<file path="config.mk">
export PLATFORM = sky130hd
export DESIGN_NAME = crc32_stream_acc
export DESIGN_NICKNAME = d
export VERILOG_FILES = /design/src/rtl/crc32_pkg.sv /design/src/rtl/crc32_stream_acc.sv
export SDC_FILE = /design/constraint.sdc
export NUM_CORES = 2
export LEC_CHECK = 0
export CAP_MARGIN = 20
export CORE_MARGIN = 5
export CORE_UTILIZATION = 30
export CTS_CLUSTER_DIAMETER = 80
export DETAILED_ROUTE_END_ITERATION = 16
export GPL_TIMING_DRIVEN = 0
export PLACE_DENSITY = 0.54
export SLEW_MARGIN = 40
export SYNTH_ARGS = -nofsm -noshare
export SYNTH_HDL_FRONTEND = slang
export SYNTH_SLANG_ARGS = --single-unit
</file>
<file path="constraint.sdc">
create_clock -name clk -period 47.9 [get_ports clk]
set_input_delay 4.79 -clock clk [delete_from_list [all_inputs] [get_ports clk]]
set_output_delay 4.79 -clock clk [all_outputs]
set_load 0.02 [all_outputs]
</file>
<file path="src/rtl/crc32_pkg.sv">
// crc32_pkg
// Shared CRC-32 definitions for the streaming checker.
//   CRC32_POLY   : generator polynomial 0x04C11DB7 (non-reflected form)
//   CRC32_SEED   : initial register value 0xFFFFFFFF
//   CRC32_MAX_DW : widest beat crc32_step accepts
//   crc32_t      : 32-bit CRC value type
//   crc32_step() : advances a CRC over the low nbits of data, MSB first
// No final XOR and no bit reflection are applied anywhere.
package crc32_pkg;

    localparam int CRC32_MAX_DW = 1024;

    typedef logic [31:0] crc32_t;

    localparam crc32_t CRC32_POLY = 32'h04C1_1DB7;
    localparam crc32_t CRC32_SEED = 32'hFFFF_FFFF;

    // data carries the beat zero-extended in its low nbits. Bits above nbits
    // are skipped, so a constant nbits folds the loop to pure XOR logic.
    function automatic crc32_t crc32_step(input crc32_t                  crc,
                                          input logic [CRC32_MAX_DW-1:0] data,
                                          input int                      nbits);
        crc32_t c;
        logic   fb;
        c = crc;
        for (int i = CRC32_MAX_DW - 1; i >= 0; i--) begin
            if (i < nbits) begin
                fb = c[31] ^ data[i];
                c  = {c[30:0], 1'b0};
                if (fb) begin
                    c = c ^ CRC32_POLY;
                end
            end
        end
        return c;
    endfunction

endpackage

</file>
<file path="src/rtl/crc32_stream_acc.sv">
// crc32_stream_acc
// Frame-level CRC accumulator: frame FSM, running CRC, beat counter and
// sticky length-error flag.
//   clk, rst_n : clock, asynchronous active-low reset
//   beat_i     : a beat is accepted this cycle
//   data_i     : beat payload
//   last_i     : beat closes the frame
//   first_o    : next accepted beat opens a frame
//   crc_nxt_o  : CRC including the current beat (valid while beat_i)
//   len_err_o  : frame is over length, including this beat
//
// state   | meaning
// S_FIRST | idle / between frames; next beat is seeded with CRC32_SEED
// S_BODY  | inside a multi-beat frame; next beat continues crc_q
module crc32_stream_acc
    import crc32_pkg::*;
#(
    parameter int DATA_WIDTH = 512,
    parameter int MAX_BEATS  = 16
) (
    input  logic                  clk,
    input  logic                  rst_n,
    input  logic                  beat_i,
    input  logic [DATA_WIDTH-1:0] data_i,
    input  logic                  last_i,
    output logic                  first_o,
    output crc32_t                crc_nxt_o,
    output logic                  len_err_o
);

    localparam int BW = $clog2(MAX_BEATS + 1);

    localparam logic [0:0] S_FIRST = 1'b0;
    localparam logic [0:0] S_BODY  = 1'b1;

    logic [0:0]          state_q, state_d;
    crc32_t              crc_q;
    logic [BW-1:0]       beat_q, beat_d;
    logic                len_err_q, len_err_d;
    logic                len_err_now;
    logic [CRC32_MAX_DW-1:0] data_ext;

    assign data_ext    = CRC32_MAX_DW'(data_i);
    assign first_o     = (state_q == S_FIRST);
    assign crc_nxt_o   = crc32_step(first_o ? CRC32_SEED : crc_q, data_ext, DATA_WIDTH);
    assign len_err_now = (beat_q == BW'(MAX_BEATS - 1)) && !last_i;
    assign len_err_o   = len_err_q || len_err_now;

    always_comb begin
        state_d   = state_q;
        beat_d    = beat_q;
        len_err_d = len_err_q;
        if (beat_i) begin
            if (last_i) begin
                state_d   = S_FIRST;
                beat_d    = '0;
                len_err_d = 1'b0;
            end else begin
                state_d   = S_BODY;
                len_err_d = len_err_q || len_err_now;
                if (beat_q != BW'(MAX_BEATS)) begin
                    beat_d = beat_q + 1'b1;
                end
            end
        end
    end

    always_ff @(posedge clk or negedge rst_n) begin
        if (!rst_n) begin
            state_q   <= S_FIRST;
            crc_q     <= CRC32_SEED;
            beat_q    <= '0;
            len_err_q <= 1'b0;
        end else begin
            state_q   <= state_d;
            beat_q    <= beat_d;
            len_err_q <= len_err_d;
            if (beat_i) begin
                crc_q <= crc_nxt_o;
            end
        end
    end

endmodule

</file>
Word level (Yosys, flattened, before mapping)
Cells that the tools add are included.
{ "op_classes": {"reduce_logical": 5, "bitwise": 1025, "eq_ne": 2, "mux": 517, "add_sub_neg": 1} }
{ "ops": {"columns": ["op", "count"], "rows": [
  ["two-way mux 27 bit", 512],
  ["inverter 14 bit", 512],
  ["bitwise XOR 1 bit", 512],
  ["two-way mux 32 bit", 1],
  ["two-way mux 5 bit", 2],
  ["adder 5 x 1 -> 5 bit (second input constant)", 1],
  ["== test 5 x 4 -> 1 bit (second input constant)", 1],
  ["inequality test 5 bit (second input constant)", 1],
  ["two-way mux 1 bit", 2],
  ["AND reduction 2 bit", 1],
  ["nonzero test 2 bit", 1],
  ["logical AND 1 bit", 1],
  ["zero test 1 bit", 1],
  ["logical OR 1 bit", 1],
  ["inverter 1 bit", 1]
]} }
{ "totals": {"elab_cells": 1554, "ff_bits": 39, "in_bits": 516} }

Depth between registers and ports, before layout
{ "logic_depth": {"ltp_word": 1025, "ltp_mapped": 112, "mapped_depth_nobuf": 92} }

Least setup slack after synthesis
OpenSTA, ideal clock, no wires.
{ "synth_timing": {"path_type": "input -> output", "startpoint": "input data_i[511]", "endpoint": "output crc_nxt_o[12]", "required_time_ns": 43.110, "arrival_time_ns": 43.047, "slack_ns": 0.063, "path_stages": 97, "path_buffers": 6, "path_cell_list": "buf_4 -> xnor2_1 -> xnor2_4 -> xnor3_1 -> xnor3_1 -> xnor2_2 -> xnor3_2 -> xor2_2 -> xor3_1 -> xnor3_1 -> xnor3_2 -> xor2_2 -> xnor3_2 -> xnor2_1 -> xor2_1 -> xnor3_1 -> xnor3_2 -> xor3_1 -> [... 61 more ...] -> xnor2_1 -> xor3_1 -> xnor3_1 -> xnor2_2 -> xnor3_1 -> xnor3_1 -> xor2_4 -> xor3_2 -> xnor3_1 -> xnor3_1 -> xnor3_1 -> buf_4 -> xnor3_1 -> xnor3_2 -> xor3_1 -> xnor3_1 -> xnor3_1 -> inv_1"} }
{ "synth_rtl": {"columns": ["item", "line", "source"], "rows": [
  ["from (decl)", "crc32_stream_acc.sv:24", "input logic [DATA_WIDTH-1:0] data_i,"],
  ["to (decl)", "crc32_stream_acc.sv:27", "output crc32_t crc_nxt_o,"]
]} }

==> impl_metrics.json <==
{
  "rrSetupSlack_ns": 9.00,
  "synth_edf_count": 0,
  "final_layout_size_suffix_gt1_share_pct": 51.8,
  "ys_async_sr_fraction_pct": 100,
  "first_global_vias": 47400,
  "wl_per_cell_um": 26.2,
  "max_stage_delay_ns": 0.56,
  "worst_pin_slew_ns": 0.740,
  "synthesis.nets": 5325,
  "drt-pass1-iter-count": 7,
  "hold_viol": 0,
  "initial_core_util_pct": 30.1,
  "fin_cells": 9986,
  "area_growth_pct": 48.9,
  "numCtsBuffers": 5,
  "crit_buf_inv": 33,
  "path_delay_family": "XOR/XNOR gates",
  "viasPerCell": 4.56,
  "synthDistinctLibCells": 41,
  "crit_arrival_ns": 42.96,
  "hold_class": "reg -> reg",
  "routed_wl_um": 261000,
  "num_rows": 179,
  "gp_congestion": 0.934,
  "grt.total_usage_pct": 19.9,
  "start_kind": "input port",
  "drt_iter0_markers": 3164,
  "hpwl_um": 210000,
  "hold_buffers": 0,
  "post-route-min-period_ns": 47.75,
  "synthCells": 4806,
  "rsz0062_at_grt": "yes",
  "overflow": 0,
  "crit_slowest_cell": "xnor3_2",
  "clock-sinks": 39,
  "synth-seq-cells": 39,
  "yosys_warnings": 0,
  "outcome": "complete, no violations",
  "yosys_most_used_dff": "dfstp_2",
  "die_width_um": 498,
  "seq_area_frac_synth_pct": 1.42,
  "final_nets": 7321,
  "synth_area_um2": 71600,
  "critical_path_class": "in -> out",
  "ant_nets": 0,
  "worstSkewPairLatency_ns": 0.28,
  "die-height_um": 498,
  "fin_skew_ns": 0.00647,
  "core-area_um2": 238000,
  "port_buffers": 544,
  "crit_fanout": 10,
  "worst_path_most_repeated_cell": "xnor3_2",
  "dieArea_um2": 248000,
  "crit_path_end_kind": "primary output",
  "cts_root_buffer": "clkbuf_16",
  "drc": 0,
  "grt_pass1_wl_um": 359000,
  "cp.required_ns": 43.11,
  "grt_antenna_before_repair": 26,
  "clk_path_buf_depth": 2,
  "clk_pin_slew_ns": 0.06,
  "dp_cells": 8517,
  "htreeDepth": 2,
  "maxCapViolations": 0,
  "grt_max_degree": 40,
  "vias": 45500,
  "timing.final.crit_share_pct": 99.7,
  "slew_viol_final": 0,
  "relSlewSlack_pct": 50.3,
  "cts_tree": "yes",
  "avgSynthCellArea_um2": 14.9,
  "num_io_pins": 550,
  "fmax_mhz": 20.9,
  "setup_viol": 0
}
## final timing paths
| kind | depth (start not counted) | to | startpoint |
|---|---|---|---|
| min in group asynchronous | 1 | beat_q[1] | rst_n |
| min | 2 | crc_q[8] | crc_q[8] |
| max in group asynchronous | 1 | crc_q[0] | rst_n |
| min reg2reg | 2 | crc_q[8] | crc_q[8] |
| max | 122 | crc_nxt_o[12] | data_i[496] |
| max reg2reg | 126 | crc_q[7] | state_q |
## flip-flops by register name, indices dropped and copies added, names as in the netlist
signal / flops
len_err_q: 1
crc_q: 32
beat_q: 5
state_q: 1
## Yosys cell counts, types with 20 or more instances
library cell	n	area, µm²
xnor2_4	35	963
xor2_4	26	716
mux2_2	28	315
xor3_1	229	5440
dfstp_2	32	841
xor2_1	638	5590
xnor2_1	1767	15500
xnor2_2	177	2880
xnor3_1	1501	33800
xor3_2	21	526
nor2_1	25	93.8
xnor3_2	100	2380
xor2_2	102	1660
buf_2	20	100
## cells in the final DEF (no fill, tap or decap), types with 104 or more instances in the layout
master and count:
buf_12 147, buf_4 1312, clkdlybuf4s50_1 495, xnor2_1 1229
xnor2_2 375, xnor2_4 375, xnor3_1 937, xnor3_2 658
xor2_1 405, xor2_2 144, xor2_4 217, xor3_1 104
xor3_2 144
## metrics by stage
| step | setup slack [ns] | hold WS, ns | setup TNS [ns] | cell area [µm²] | utilization (%) |
|---|---|---|---|---|---|
| finish | 0.151 | 0.482 | 0 | 107000 | 44.8 |
| floorplan | 0.0629 | 0.450 | 0 | 71600 | - |
| detailed placement | -9.95 | 0.467 | -430.99 | 81100 | 34.1 |
| global placement | -10.20 | 0.472 | -447.14 | 81000 | 34.1 |
| global route | -0.594 | 0.514 | -7.18 | 107000 | 44.8 |
| CTS | -0.244 | 0.481 | -0.303 | 99800 | 42.0 |
## final cells by class
cell class,instances,area (µm²)
Clock buffer,6,129
Inverter,19,71.3
Antenna cell,16,40.0
Buffer,50,440
Fill cell,20600,131000
Sequential cell,39,1020
Tap cell,3167,3960
Clock inverter,2,12.5
Timing Repair Buffer,1990,18100
Multi-Input combinational cell,4697,82800
## cells by family (layout without fill, tap and decap cells)
kind of cell / Yosys count / in the layout / synth area share (%)
and+or+nand+nor: 52 / 52 / 0.325
buffers and inverters: 70 / 2067 / 0.549
xor gates and xnor gates: 4597 / 4597 / 97.1
AOI/OAI and AO/OA: 16 / 16 / 0.133
muxes: 29 / 29 / 0.455
adders and majority gates: 3 / 3 / 0.0525
other: 0 / 16 / 0
DFF: 39 / 39 / 1.42
## what timing repair did
action                      CTS  global route
setup buffers               970           476
pin swaps                   616           302
setup endpoints to repair    64            32
gates resized for setup    1743           505
## metal layers
metal / part of all wire [%] / up-vias / global-route usage, %
li1: - / 20200 / -
met1: 40 / 23300 / 26.0
met2: 48 / 1634 / 33.7
met3: 6.1 / 300 / 2.47
met4: 5.1 / 22 / 7.87
met5: 0.051 / - / 0
## worst reg2reg max path, delay by kind of cell (launching register included)
family                    cells  cell delay (ns)
xor gates and xnor gates     88            31.52
buffers and inverters        36             6.23
and+or+nand+nor               1             0.19
DFF                           1             0.60
muxes                         1             0.28
Power is not shown: default switching activity piles up to over one toggle a cycle in this logic, so the estimate is an artifact.
